<file path="src/rtl/mem_arbiter_pkg.sv">
// Shared types and constants for the byte-serial RAM arbiter.
package mem_arbiter_pkg;

   // Controller state: idle, instruction fetch, load, store.
   typedef enum logic [1:0] {
      ST_IDLE = 2'd0,
      ST_IF   = 2'd1,
      ST_LD   = 2'd2,
      ST_ST   = 2'd3
   } arb_state_t;

   // Which requester received the most recent grant.
   typedef enum logic {
      GNT_IF = 1'b0,
      GNT_LS = 1'b1
   } grant_t;

   // Access size encodings used by the load/store buffer (2'b11 behaves as a word).
   localparam logic [1:0] SZ_B = 2'b00;
   localparam logic [1:0] SZ_H = 2'b01;
   localparam logic [1:0] SZ_W = 2'b10;

   // addr[17:16] value that selects the memory-mapped I/O region.
   localparam logic [1:0] IO_REGION = 2'b11;

   // True when addr[17:16] points into the I/O region.
   function automatic logic is_io_region(input logic [1:0] region);
      return region == IO_REGION;
   endfunction

endpackage

</file>
<file path="src/rtl/mem_arbiter.sv">
// Byte-serial RAM controller shared by the instruction cache and the
// load/store buffer. One access runs at a time; each byte takes one cycle.
module mem_arbiter
   import mem_arbiter_pkg::*;
(
   input  logic        clk,
   input  logic        rst,
   input  logic        rdy,
   input  logic [7:0]  data_in,
   output logic [7:0]  data_out,
   output logic [31:0] data_addr,
   output logic        data_wr,
   input  logic        io_buffer_full,
   input  logic        flush,
   input  logic        inst_req,
   input  logic [31:0] inst_addr,
   output logic        inst_done,
   output logic [31:0] inst_data,
   input  logic        ls_req,
   input  logic        ls_wr,
   input  logic [1:0]  ls_size,
   input  logic        ls_signed,
   input  logic [31:0] ls_addr,
   input  logic [31:0] ls_wdata,
   output logic        ls_done,
   output logic [31:0] ls_rdata
);

   // Index of the final byte of an access of the given size.
   function automatic logic [1:0] f_last_idx(input logic [1:0] size);
      case (size)
         SZ_B:    return 2'd0;
         SZ_H:    return 2'd1;
         default: return 2'd3;
      endcase
   endfunction

   // Sign- or zero-extend the low bytes of an assembled load word.
   function automatic logic [31:0] f_extend(input logic [31:0] word,
                                            input logic [1:0]  size,
                                            input logic        sgn);
      logic [31:0] res;
      case (size)
         SZ_B:    res = {{24{sgn & word[7]}}, word[7:0]};
         SZ_H:    res = {{16{sgn & word[15]}}, word[15:0]};
         default: res = word;
      endcase
      return res;
   endfunction

   arb_state_t  r_state;
   grant_t      r_last_grant;
   logic [1:0]  r_idx;
   logic [1:0]  r_last;
   logic [1:0]  r_size;
   logic        r_signed;
   logic [31:0] r_wdata;
   logic [31:0] r_buf;
   logic [31:0] r_data_addr;
   logic [7:0]  r_data_out;
   logic        r_data_wr;
   logic        r_inst_done;
   logic        r_ls_done;
   logic [31:0] r_inst_data;
   logic [31:0] r_ls_rdata;

   logic [1:0]  w_idx_inc;
   logic [7:0]  w_st_byte;
   logic [31:0] w_rd_word;
   logic        w_ls_st_blocked;
   logic        w_if_cand;
   logic        w_ls_cand;
   logic        w_grant_ls;
   logic        w_grant_if;

   assign w_idx_inc = r_idx + 2'd1;
   // Next store byte comes from the lane after the one currently on the bus.
   assign w_st_byte = r_wdata[{w_idx_inc, 3'b000} +: 8];

   // Assembled read word with the byte arriving this cycle merged into lane idx.
   genvar gi;
   for (gi = 0; gi < 4; gi++) begin : g_lane
      assign w_rd_word[gi*8 +: 8] = (r_idx == 2'(gi)) ? data_in : r_buf[gi*8 +: 8];
   end

   // A store into the I/O region waits while the UART buffer is full.
   assign w_ls_st_blocked = ls_wr & is_io_region(ls_addr[17:16]) & io_buffer_full;
   // A requester whose completion pulse is showing is still holding its old request.
   assign w_if_cand  = inst_req & ~r_inst_done;
   assign w_ls_cand  = ls_req & ~r_ls_done & ~w_ls_st_blocked;
   // On a tie the side that did not win last time goes first.
   assign w_grant_ls = w_ls_cand & (~w_if_cand | (r_last_grant == GNT_IF));
   assign w_grant_if = w_if_cand & ~w_grant_ls;

   // Arbitration and byte sequencing; everything freezes while rdy is low.
   always_ff @(posedge clk) begin
      if (rst) begin
         r_state      <= ST_IDLE;
         r_last_grant <= GNT_IF;
         r_idx        <= 2'd0;
         r_last       <= 2'd0;
         r_size       <= 2'd0;
         r_signed     <= 1'b0;
         r_wdata      <= 32'd0;
         r_buf        <= 32'd0;
         r_data_addr  <= 32'd0;
         r_data_out   <= 8'd0;
         r_data_wr    <= 1'b0;
         r_inst_done  <= 1'b0;
         r_ls_done    <= 1'b0;
         r_inst_data  <= 32'd0;
         r_ls_rdata   <= 32'd0;
      end else if (rdy) begin
         r_inst_done <= 1'b0;
         r_ls_done   <= 1'b0;
         case (r_state)
            ST_IDLE: begin
               if (!flush) begin
                  if (w_grant_ls) begin
                     r_last_grant <= GNT_LS;
                     r_idx        <= 2'd0;
                     r_last       <= f_last_idx(ls_size);
                     r_size       <= ls_size;
                     r_signed     <= ls_signed;
                     r_wdata      <= ls_wdata;
                     r_data_addr  <= ls_addr;
                     if (ls_wr) begin
                        r_state    <= ST_ST;
                        r_data_out <= ls_wdata[7:0];
                        r_data_wr  <= 1'b1;
                     end else begin
                        r_state    <= ST_LD;
                     end
                  end else if (w_grant_if) begin
                     r_last_grant <= GNT_IF;
                     r_idx        <= 2'd0;
                     r_last       <= 2'd3;
                     r_data_addr  <= inst_addr;
                     r_state      <= ST_IF;
                  end
               end
            end
            ST_IF, ST_LD: begin
               if (flush) begin
                  // Speculative read abandoned; no completion is reported.
                  r_state <= ST_IDLE;
               end else begin
                  r_buf <= w_rd_word;
                  if (r_idx == r_last) begin
                     r_state <= ST_IDLE;
                     if (r_state == ST_IF) begin
                        r_inst_done <= 1'b1;
                        r_inst_data <= w_rd_word;
                     end else begin
                        r_ls_done  <= 1'b1;
                        r_ls_rdata <= f_extend(w_rd_word, r_size, r_signed);
                     end
                  end else begin
                     r_idx       <= w_idx_inc;
                     r_data_addr <= r_data_addr + 32'd1;
                  end
               end
            end
            ST_ST: begin
               // Stores are committed and always run to completion, flush or not.
               if (r_idx == r_last) begin
                  r_data_wr <= 1'b0;
                  r_state   <= ST_IDLE;
                  r_ls_done <= 1'b1;
               end else begin
                  r_idx       <= w_idx_inc;
                  r_data_addr <= r_data_addr + 32'd1;
                  r_data_out  <= w_st_byte;
               end
            end
            default: r_state <= ST_IDLE;
         endcase
      end
   end

   // While frozen, the held store byte and done pulses are masked so nothing
   // is committed twice; they reappear once rdy returns.
   assign data_wr   = r_data_wr & rdy;
   assign inst_done = r_inst_done & rdy;
   assign ls_done   = r_ls_done & rdy;
   assign data_out  = r_data_out;
   assign data_addr = r_data_addr;
   assign inst_data = r_inst_data;
   assign ls_rdata  = r_ls_rdata;

endmodule
</file>
<file path="config.mk">
export PLATFORM = sky130hd
export DESIGN_NAME = mem_arbiter
export DESIGN_NICKNAME = d
export VERILOG_FILES = /design/src/rtl/mem_arbiter_pkg.sv /design/src/rtl/mem_arbiter.sv
export SDC_FILE = /design/constraint.sdc
export NUM_CORES = 1
export LEC_CHECK = 0
export ABC_AREA = 1
export CAP_MARGIN = 0
export CORE_AREA = 8 8 177 112
export DETAILED_ROUTE_END_ITERATION = 6
export DIE_AREA = 0 0 185 120
export DONT_BUFFER_PORTS = 1
export GPL_TIMING_DRIVEN = 1
export PLACE_DENSITY = 0.71
export SYNTH_ARGS = -nofsm -noshare
export SYNTH_HDL_FRONTEND = slang
export SYNTH_SLANG_ARGS = --single-unit
</file>
<file path="constraint.sdc">
create_clock -name clk -period 2.8 [get_ports clk]
set_input_delay 0.14 -clock clk [delete_from_list [all_inputs] [get_ports clk]]
set_output_delay 0.14 -clock clk [all_outputs]
set_load 0.005 [all_outputs]
</file>
; After elaboration in Yosys (flattened, before gate mapping)
; Cells that the tools add are included.
[word_totals]
register_bits = 181
input_bits = 115
out_inout_bits = 107
wordCells = 120
[classes]
add_sub_neg = 2
n_eq_ne = 17
shifts = 1
n_mux = 48
n_bitwise = 21
reduce_logical = 16
[ops]
columns = operator, n
row1 = $mux 32, 5
row2 = $pmux 32 s3, 1
row3 = $mux 8, 8
row4 = $pmux 32 s2, 1
row5 = $add 32x1->32 const B, 1
row6 = $shiftx 32x6->8, 1
row7 = $mux 2, 12
row8 = $pmux 8 s2, 1
row9 = $mux 1, 15
row10 = $and 1x1->1, 12
row11 = $ne 2x2->1 const B, 6
row12 = $pmux 2 s3, 2
row13 = $reduce_and 4->1, 3
row14 = $reduce_and 6->1, 2
row15 = $eq 2x2->1 const B, 5
row16 = $reduce_and 5->1, 2
row17 = $eq 2x1->1 const B, 4
row18 = $logic_not 2->1, 4
row19 = $not 1->1, 8
row20 = $reduce_and 3->1, 2
row21 = $pmux 1 s2, 2
row22 = $pmux 2 s2, 1
row23 = $reduce_bool 2->1, 2
row24 = $ne 3x3->1 const B, 1
row25 = other kinds (4), 4

; Logic depth before layout (Yosys ltp)
; Gate-level depths: netlist of run 1.
[logic_depth]
ltp_word = 12
ltp_mapped = 13
mapped_depth_nobuf = 11

; Worst setup path after synthesis of run 1
; No wires, ideal clock.
[synth_path]
path_kind = register to register
startpoint = register r_idx[0]
endpoint = register r_ls_rdata[15] (netlist: ls_rdata[15])
setup_ps = 113
arrival_ps = 1843
required_ps = 2687
path_slack_ps = 845
path_stages_with_launch = 10
path_buffers = 2
period_less_slack_ps = 1955
cell_sequence = dfxtp_1 inv_2 clkbuf_1 ha_1 o21ai_1 nand3_1 clkbuf_1 o21ai_0 nor2_1 nor2_1
[synth_between]
elab_chain_len = 4
word_cells_on_any_way = 8
cone_classes = eq/ne (2) / mux (3) / bitwise (1) / reduce/logical (2)
[synth_lines]
columns = item, line_no
row1 = start: declaration, mem_arbiter.sv:53  ; logic [1:0] r_idx;
row2 = start signal: assignment, mem_arbiter.sv:159  ; r_idx <= w_idx_inc;
row3 = start signal: assignment, mem_arbiter.sv:171  ; r_idx <= w_idx_inc;
row4 = $logic_not 2->1, mem_arbiter.sv:83  ; assign w_rd_word[gi*8 +: 8] = (r_idx == 2'(gi)) ? data_in : r_buf[gi*8 +: 8];
row5 = $mux 8, mem_arbiter.sv:83
row6 = $and 1x1->1, mem_arbiter.sv:44  ; SZ_B: res = {{24{sgn & word[7]}}, word[7:0]};
row7 = $pmux 32 s2, mem_arbiter.sv:43  ; case (size)
row8 = end signal: assignment, mem_arbiter.sv:156  ; r_ls_rdata <= f_extend(w_rd_word, r_size, r_signed);
row9 = end: declaration, mem_arbiter.sv:65  ; logic [31:0] r_ls_rdata;
; Parallel ways exist; a longest one is shown, timed or not.
; A chain may end at the register's enable or synchronous reset.

; Worst setup path after layout of run 1
[layout_path]
startpoint = register r_data_addr[1] (netlist: data_addr[1])
endpoint = register r_data_addr[12] (netlist: data_addr[12])
[layout_between]
elab_chain_len = 4
[layout_lines]
columns = item, line_no
row1 = start: declaration, mem_arbiter.sv:59  ; logic [31:0] r_data_addr;
row2 = start signal: assignment, mem_arbiter.sv:126  ; r_data_addr <= ls_addr;
row3 = start signal: assignment, mem_arbiter.sv:138  ; r_data_addr <= inst_addr;
row4 = start signal: assignment, mem_arbiter.sv:160  ; r_data_addr <= r_data_addr + 32'd1;
row5 = $add 32x1->32 *, "mem_arbiter.sv:160, mem_arbiter.sv:172"
row6 = $mux 32 *, "mem_arbiter.sv:149, mem_arbiter.sv:166"
row7 = $mux 32, mem_arbiter.sv:144  ; if (flush) begin
row8 = $pmux 32 s3 *, mem_arbiter.sv:116  ; case (r_state)
; Mark *: on every way between the ends. The rest lies on a longest branch, timed or not. The select of a mux whose other input is x is not followed.

==> results_dict.tcl, run 1 <==
set metrics [dict create \
    status "finished, final reports clean" \
    synthAdderAreaFrac_pct 1.06 \
    period_needed_ns 2.58 \
    dpl_worst_slack_ns 0.558 \
    dieWidth_um 185 \
    period_share_pct 92.3 \
    drv_slew 0 \
    path_class "flop to flop" \
    grt_overflow_total 0 \
    cts_tree "done" \
    nFillCells 1660 \
    drt_iter0_markers 1040 \
    grt_use_total_pct 26.1 \
    switching_share_pct 31.2 \
    hold_viol 0 \
    hp-class "primary input to flop" \
    gp_congestion 0.954 \
    worst-path-max-fanout 6 \
    via_per_inst 5.40 \
    p_sw_mw 1.93 \
    ir_drop_mv 0.367 \
    routed_wl_um 29900 \
    syn_to_final_growth_pct 13.8 \
    p_int_mw 4.25 \
    worst_pin_slew_ns 0.867 \
    synth_top_family_by_area "simple AND/OR/NAND/NOR gates" \
    fin_nets 1667 \
    critPathArrivalTime_ns 2.91 \
    portBuffers 0 \
    via_count 9713 \
    dieHeight_um 120 \
    cp-start-kind "flop" \
    antenna_found_initial 1 \
    synth.area.top_cells "dfxtp_1 (38%), nand2_1 (19%), nor2_1 (9.1%), o21ai_0 (6.9%), a21oi_1 (6.6%)" \
    rows 38 \
    root_buffer "clkbuf_16" \
    post-dp-hpwl_um 21100 \
    grt_max_degree 56 \
    synth_xor_area_share_pct 0.173 \
    clkTransAtPathRegs_ns 0.07 \
    ctsHtreeMaxLevel 4 \
    holdWs_ns 0.00201 \
    cts_buffer_depth 2 \
    combinationalPowerShare_pct 16.4 \
    finalClockSkew_ns 0.0197 \
    finalPower_mw 6.17 \
    coreArea_um2 17400 \
    worst_slack_ns 0.216 \
    power_density_nw_per_um2 576 \
    clkSinkCount 181 \
    syn_area_um2 9420 \
    avgSynthCellArea_um2 6.18 \
    synth_cell_types 32 \
    cts_made_buffers 17 \
    layout-drive-gt1-share_pct 5.27 \
    power_frac_seq_pct 46.5 \
    drt-wirelength-per-cell_um 16.6 \
    initial_core_util_pct 54.1 \
    grt_pass1_wl_um 46600 \
    place_area_um2 9560 \
    yosysWarnings 0 \
    setup_violations 0 \
    rsz0062_at_grt "false" \
    ios 222 \
    max_cap_viol_count 0 \
    ys_seq_elements 181 \
    p_clk_share_pct 37.0 \
    end_kind "flop" \
    critPathRequiredTime_ns 3.12 \
    setup_tns_ns 0 \
    max_slew_margin_pct 42.0 \
    synthCells 1523 \
    ys_seq_area_share_pct 38.5 \
    p_leak_nw 4.71 \
    max_freq_mhz 387 \
    yosys.area_share.simple_pct 36.0 \
    die_area_um2 22200 \
    muxShareOfSynthArea_pct 0 \
    first_pass_iters 5 \
    stdcell_area_um2 10700 \
    synth_top_area_share_pct 38.5 \
    clkLatencyLatePin_ns 0.43 \
    synth_area_leader_cell "dfxtp_1" \
    ant_nets 0 \
    synth-compound-area-share_pct 14.5 \
    final_util_pct 61.6 \
    synth_nets 1646 \
    dp_cells 1706 \
    layoutNonFillerInstCount 1798 \
    cts-resized-gates 0 \
    route.detailed.drc 0 \
    grt_pass1_vias 8545 \
]
## synthesized netlist by cell type, drive strengths merged
library cell / n
xnor2: 1
o21a: 7
nand4: 13
a21oi: 124
o21ai: 130
nand3: 102
clkbuf: 52
o211ai: 4
and2: 1
inv: 149
clkinv: 2
a211oi: 1
buf: 28
o31ai: 1
nor2: 236
nand2: 479
nor3: 4
dfxtp: 181
ha: 8
## area by class of cell
cell class	instances	area (um^2)	share of cell area (%)
Sequential cell	181	3620	33.8
Tap cell	240	300	2.80
Antenna cell	1	2.50	0.0234
Multi-Input combinational cell	1111	4880	45.5
Timing Repair Buffer	82	793	7.40
Clock inverter	13	116	1.09
Clock buffer	19	433	4.04
Inverter	151	568	5.30
## worst max-delay path, stage by stage, from the launching register on
cell and delay (ns):
dfxtp_1 0.44, ha_1 0.25, nand2_1 0.06, nor2_1 0.29, nand2_1 0.27, nor2_4 0.25
nand2_1 0.07, nand3_1 0.08, nand3_1 0.08, dlygate4sd3_1 0.56, nor2_1 0.09, nor2_1 0.05
## worst paths after layout
path	startpoint	endpoint	slack (ns)	cells after the start
worst max-delay path	data_addr[1]	data_addr[12]	0.22	11
worst min register to register	r_buf[9]	r_buf[9]	0.45	2
worst max register to register	data_addr[1]	data_addr[12]	0.22	11
worst min-delay path	ls_wdata[1]	data_out[1]	0.002	2
## cells by family (layout without fill, tap and decap cells)
group,after synthesis,in the layout
adders and majority gates,8,8
buffers and inverters,231,265
DFF,181,181
xor gates and xnor gates,1,1
AOI/OAI and AO/OA,267,267
and+or+nand+nor,835,835
other,0,1
## sequential cells by signal, indices dropped and copies added (netlist names), 8 cells and up
signal,flops
data_addr,32
inst_data,32
ls_rdata,32
data_out,8
r_buf,32
r_wdata,32
## power groups by stage
stage               clock network [mW]  registers, mW  logic, mW
finish                            2.29           2.87       1.02
global route                      2.44           2.89       1.14
CTS                               2.32           2.87      0.996
detailed placement                   0           2.93      0.885
global placement                     0           2.93      0.869
floorplan                            0           2.87      0.711
## cell usage in the layout (no fill, tap or decap), drive strengths merged
cell type,instances
nand2,479
nor2,236
dfxtp,181
inv,155
o21ai,130
a21oi,124
nand3,102
dlygate4sd3,58
buf,24
clkbuf,19
nand4,13
ha,8
clkinv,8
o21a,7
o211ai,4
nor3,4
diode,1
xnor2,1
o31ai,1
and2,1
a211oi,1
clkinvlp,1
## timing repair
item,4_1_cts,5_1_grt
hold buffers,59,0
buffers inserted,0,0
endpoints found under the hold margin,110,0
## metal layers
metal | global-route usage (%) | wire (um) | up-vias
met2 | 36.1 | 12100 | 445
met1 | 38.7 | 13900 | 4409
met5 | 0 | 0 | -
met3 | 8.27 | 3600 | 21
li1 | - | - | 4838
met4 | 5.43 | 258 | 0
Note: power is estimated with default switching activity, not from simulation.
==> inputs of run 2 (changes only) <==
--- a/config.mk
+++ b/config.mk
@@ -6,6 +6,7 @@
 export NUM_CORES = 1
 export LEC_CHECK = 0
 export ABC_AREA = 1
+export ABC_CLOCK_PERIOD_IN_PS = 3300
 export CAP_MARGIN = 0
 export CORE_AREA = 8 8 177 112
 export DETAILED_ROUTE_END_ITERATION = 6
==> constraint.sdc (replaced) <==
create_clock -name clk -period 3.3 [get_ports clk]
set_input_delay 0.165 -clock clk [delete_from_list [all_inputs] [get_ports clk]]
set_output_delay 0.165 -clock clk [all_outputs]
set_load 0.005 [all_outputs]
==> results_dict.tcl, run 2 (same netlist as run 1, synthesis figures left out) <==
set metrics [dict create \
    worst-path-max-fanout 50 \
    nFillCells 1718 \
    rows 38 \
    regToRegSetupSlack_ns 0.51 \
    period_share_pct 84.5 \
    grt_use_total_pct 25.7 \
    layout-drive-gt1-share_pct 4.71 \
    max_slew_margin_pct 37.5 \
    startpoint "r_ls_done" \
    setup_violations 0 \
    mostFrequentLayoutCell "nand2_1" \
    grt_overflow_total 0 \
    whs_endpoint "data_out[0]" \
    grt_pass1_vias 8366 \
    power_frac_seq_pct 46.8 \
    hp-class "primary input to flop" \
    routed_wl_um 29200 \
    end_kind "flop" \
    hold_viol 0 \
    via_count 9564 \
    p_int_mw 3.60 \
    antenna_found_initial 1 \
    grt_max_degree 63 \
    switching_share_pct 31.1 \
    post-dp-hpwl_um 20600 \
    worst_pin_slew_ns 0.935 \
    cp_slowest_stage_delay_ns 0.70 \
    coreArea_um2 17400 \
    post_cts_buffers 0 \
    path_class "flop to flop" \
    ios 222 \
    grt-busiest-layer "met1" \
    die_area_um2 22200 \
    ir_drop_mv 0.341 \
    met1_usage_pct 37.4 \
    p_sw_mw 1.62 \
    first_pass_iters 6 \
    cts-resized-gates 0 \
    root_buffer "clkbuf_16" \
    critPathRequiredTime_ns 3.62 \
    via_per_inst 5.34 \
    cp_slowest_cell "nor2_1" \
    clkTransAtPathRegs_ns 0.07 \
    worstPathCellList "nor2_1 -> nand3_2 -> nor2_1 -> nand2_1 -> buf_4 -> nor3_1 -> dlygate4sd3_1 -> nor2_1" \
    clkLatencyLatePin_ns 0.43 \
    r2r-start "r_ls_done" \
    status "finished, final reports clean" \
    cts_tree "done" \
    drv_slew 0 \
    period_needed_ns 2.79 \
    drt_iter0_markers 931 \
    max_cap_viol_count 0 \
    portBuffers 0 \
    timing.rr.end "r_last[0]" \
    p_clk_share_pct 37.1 \
    min-delay-start "ls_wdata[0]" \
    power_density_nw_per_um2 490 \
    ctsHtreeMaxLevel 4 \
    combinationalPowerShare_pct 16.1 \
    setup_tns_ns 0 \
    finalPower_mw 5.22 \
    path_common_cell "nor2_1" \
    cts_made_buffers 17 \
    dieHeight_um 120 \
    clkSinkCount 181 \
    dieWidth_um 185 \
    rr_worst_depth 8 \
    syn_to_final_growth_pct 13.1 \
    route.detailed.drc 0 \
    final_util_pct 61.2 \
    fin_nets 1660 \
    cts_buffer_depth 2 \
    cp-start-kind "flop" \
    p_leak_nw 4.66 \
    grt.met2_usage_pct 35.9 \
    finalClockSkew_ns 0.0180 \
    initial_core_util_pct 54.1 \
    layout_common_cells "nand2_1 (475), nor2_1 (229), dfxtp_1 (181)" \
    drt-wirelength-per-cell_um 16.3 \
    rsz0062_at_grt "false" \
    max_freq_mhz 359 \
    ant_nets 0 \
    grt_pass1_wl_um 46100 \
    hold_path_depth 2 \
    grt_util_met3_pct 8.90 \
    gp_congestion 0.919 \
    critPathArrivalTime_ns 3.11 \
]
run 2: repair_timing:
action,4_1_cts,5_1_grt
hold endpoints to repair,107,0
hold buffers,60,0
endpoints found under the setup margin,0,0
run 2: critical path: cells and delay by family (launching register included):
family	cells	cell delay, ns
and+or+nand+nor	6	1.44
buffers and inverters	2	0.90
DFF	1	0.33
run 2: area by class of cell:
cell class	count	area [um^2]	area share [%]
antenna	1	2.50	0.0235
clock buffer	20	437	4.10
clock inverter	12	114	1.07
inverter	151	568	5.33
multi-input combinational	1111	4880	45.8
sequential	181	3620	34.0
tap	240	300	2.82
timing repair buffer	75	731	6.86
run 2: metal layers:
layer | up-vias | wire, um
met1 | 4296 | 13600
met4 | 0 | 218
met2 | 414 | 11900
li1 | 4833 | -
met5 | - | 0
met3 | 21 | 3480
run 2: worst max-delay path by stage:
stage | to | slack (ns)
3_5_place_dp | ls_rdata[11] | 0.67
6_report | r_last[0] | 0.51
3_3_place_gp | ls_rdata[12] | 0.80
5_1_grt | r_last[0] | 0.29
4_1_cts | r_last[0] | 0.53
2_1_floorplan | ls_rdata[15] | 1.34
run 2: power by group through the flow:
| stage | clock network, mW | logic, mW | registers, mW |
|---|---|---|---|
| 6_report | 1.94 | 0.839 | 2.44 |
| 5_1_grt | 2.06 | 0.956 | 2.45 |
| 4_1_cts | 1.97 | 0.826 | 2.44 |
| 3_5_place_dp | 0 | 0.731 | 2.49 |
| 3_3_place_gp | 0 | 0.718 | 2.49 |
| 2_1_floorplan | 0 | 0.604 | 2.43 |
run 2: per-stage QoR:
step | cells | setup slack [ns] | hold slack [ns] | instance area, um^2
6_report | 1791 | 0.512 | 0.0112 | 10700
4_1_cts | 1790 | 0.528 | 0.0133 | 10700
5_1_grt | 1791 | 0.289 | 0.0300 | 10700
3_5_place_dp | 1698 | 0.673 | 0.243 | 9480
3_3_place_gp | 1698 | 0.797 | 0.243 | 9480
2_1_floorplan | 1523 | 1.34 | 0.290 | 9420
==> inputs of run 3 (changes only) <==
--- a/config.mk
+++ b/config.mk
@@ -6,7 +6,7 @@
 export NUM_CORES = 1
 export LEC_CHECK = 0
 export ABC_AREA = 1
-export ABC_CLOCK_PERIOD_IN_PS = 3300
+export ABC_CLOCK_PERIOD_IN_PS = 2850
 export CAP_MARGIN = 0
 export CORE_AREA = 8 8 177 112
 export DETAILED_ROUTE_END_ITERATION = 6
==> constraint.sdc (replaced) <==
create_clock -name clk -period 2.85 [get_ports clk]
set_input_delay 0.1425 -clock clk [delete_from_list [all_inputs] [get_ports clk]]
set_output_delay 0.1425 -clock clk [all_outputs]
set_load 0.005 [all_outputs]
==> results_dict.tcl, run 3 (same netlist as run 1, synthesis figures left out) <==
set metrics [dict create \
    stdcell_area_um2 10700 \
    drt_iter0_markers 1068 \
    hold_viol 0 \
    grt_use_total_pct 25.8 \
    clkTransAtPathRegs_ns 0.08 \
    initial_core_util_pct 54.1 \
    portBuffers 0 \
    cts_buffer_depth 2 \
    layout_common_cells "nand2_1 (475), nor2_1 (229), dfxtp_1 (181)" \
    coreArea_um2 17400 \
    mostFrequentLayoutCell "nand2_1" \
    cp_slowest_cell "dlygate4sd3_1" \
    cp_slowest_stage_delay_ns 0.57 \
    grt_pass1_vias 8414 \
    setup_tns_ns 0 \
    max_freq_mhz 379 \
    diodes 0 \
    layout-drive-gt1-share_pct 4.96 \
    rsz0062_at_grt "false" \
    worstPathCellList "ha_1 -> nand2_1 -> nor2_1 -> nand2_1 -> nor2_4 -> nand2_1 -> nand3_1 -> nand3_1 -> dlygate4sd3_1 -> nor2_1 -> nor2_1" \
    ant_nets 0 \
    ir_drop_mv 0.328 \
    dieHeight_um 120 \
    clkSinkCount 181 \
    cts-resized-gates 0 \
    worst_pin_slew_ns 0.818 \
    cts_made_buffers 17 \
    via_per_inst 5.32 \
    holdWs_ns 0.0108 \
    fin_nets 1662 \
    critPathArrivalTime_ns 2.96 \
    nFillCells 1682 \
    rows 38 \
    p_leak_nw 4.70 \
    max_cap_viol_count 0 \
    critPathRequiredTime_ns 3.17 \
    antenna_found_initial 0 \
    place_area_um2 9530 \
    ios 222 \
    worst-path-max-fanout 6 \
    drt-wirelength-per-cell_um 16.4 \
    syn_to_final_growth_pct 13.9 \
    via_count 9526 \
    root_buffer "clkbuf_16" \
    clkLatencyLatePin_ns 0.43 \
    cts_tree "done" \
    grt_pass1_wl_um 46300 \
    post_cts_buffers 0 \
    period_needed_ns 2.64 \
    path_class "flop to flop" \
    first_pass_iters 6 \
    finalClockSkew_ns 0.0149 \
    grt_overflow_total 0 \
    status "finished, final reports clean" \
    power_density_nw_per_um2 576 \
    routed_wl_um 29400 \
    cp-start-kind "flop" \
    period_share_pct 92.6 \
    post-dp-hpwl_um 20400 \
    drv_slew 0 \
    ctsHtreeMaxLevel 4 \
    gp_congestion 0.905 \
    setup_violations 0 \
    route.detailed.drc 0 \
    die_area_um2 22200 \
    grt_max_degree 73 \
    dieWidth_um 185 \
    max_slew_margin_pct 45.3 \
    hp-class "primary input to flop" \
    end_kind "flop" \
    finalPower_mw 6.17 \
]
-- run 3: changes by cell type in the layout (fill, tap and decap cells not counted), sizes merged --
cell	previous run	this run
buf	16	19
clkinv	5	3
bufinv	0	1
clkbuf	20	19
clkinvlp	2	3
diode	1	0
dlygate4sd3	59	58
-- run 3: what timing repair did --
item	in CTS	in global routing
setup endpoints to repair	0	0
hold buffers	59	0
endpoints found under the hold margin	109	0
-- run 3: path summary, 6_finish.rpt --
kind	from	endpoint	slack, ns	depth (start not counted)
min reg2reg	r_buf[24]	r_buf[24]	0.45	2
min	inst_addr[28]	data_addr[28]	0.01	4
max	data_addr[1]	data_addr[12]	0.21	11
max reg2reg	data_addr[1]	data_addr[12]	0.21	11
-- run 3: layout make-up --
cell class | instances | area (um^2) | share of cell area (%)
multi-input cells | 1111 | 4880 | 45.5
flip-flops and latches | 181 | 3620 | 33.8
repair buffers | 77 | 768 | 7.16
inverters | 151 | 568 | 5.30
clock buffers | 19 | 443 | 4.13
well taps | 240 | 300 | 2.80
clock inverters | 12 | 140 | 1.31
-- run 3: report_power, final --
part / total (mW) / leakage [nW] / switching [mW] / internal (mW)
combinational: 0.984 / 2.95 / 0.635 / 0.349
sequential: 2.82 / 1.47 / 0.154 / 2.67
clock: 2.37 / 0.277 / 1.10 / 1.26
-- run 3: metal layers --
layer	up-vias	routed length, um	share of wire (%)	global-route usage (%)
li1	4824	-	-	-
met1	4247	13900	47	37.2
met2	423	11800	40	36.3
met3	32	3380	11	8.60
met4	0	359	1.2	6.23
met5	-	0	0	0
-- run 3: metrics by stage --
| step | instances | utilization [%] | setup slack, ns |
|---|---|---|---|
| 5_1_grt | 1791 | 61.6 | 0.0946 |
| 2_1_floorplan | 1523 | - | 0.895 |
| 3_3_place_gp | 1701 | 54.8 | 0.612 |
| 4_1_cts | 1791 | 61.6 | 0.313 |
| 6_report | 1791 | 61.6 | 0.210 |
| 3_5_place_dp | 1701 | 54.8 | 0.523 |
-- run 3: worst max-delay path, delay by kind of cell (launching register included) --
| kind | cells | cell delay, ns |
|---|---|---|
| AND/OR/NAND/NOR | 9 | 1.24 |
| adder cells (fa/ha/maj) | 1 | 0.26 |
| buffers and inverters | 1 | 0.57 |
| flip-flops | 1 | 0.46 |
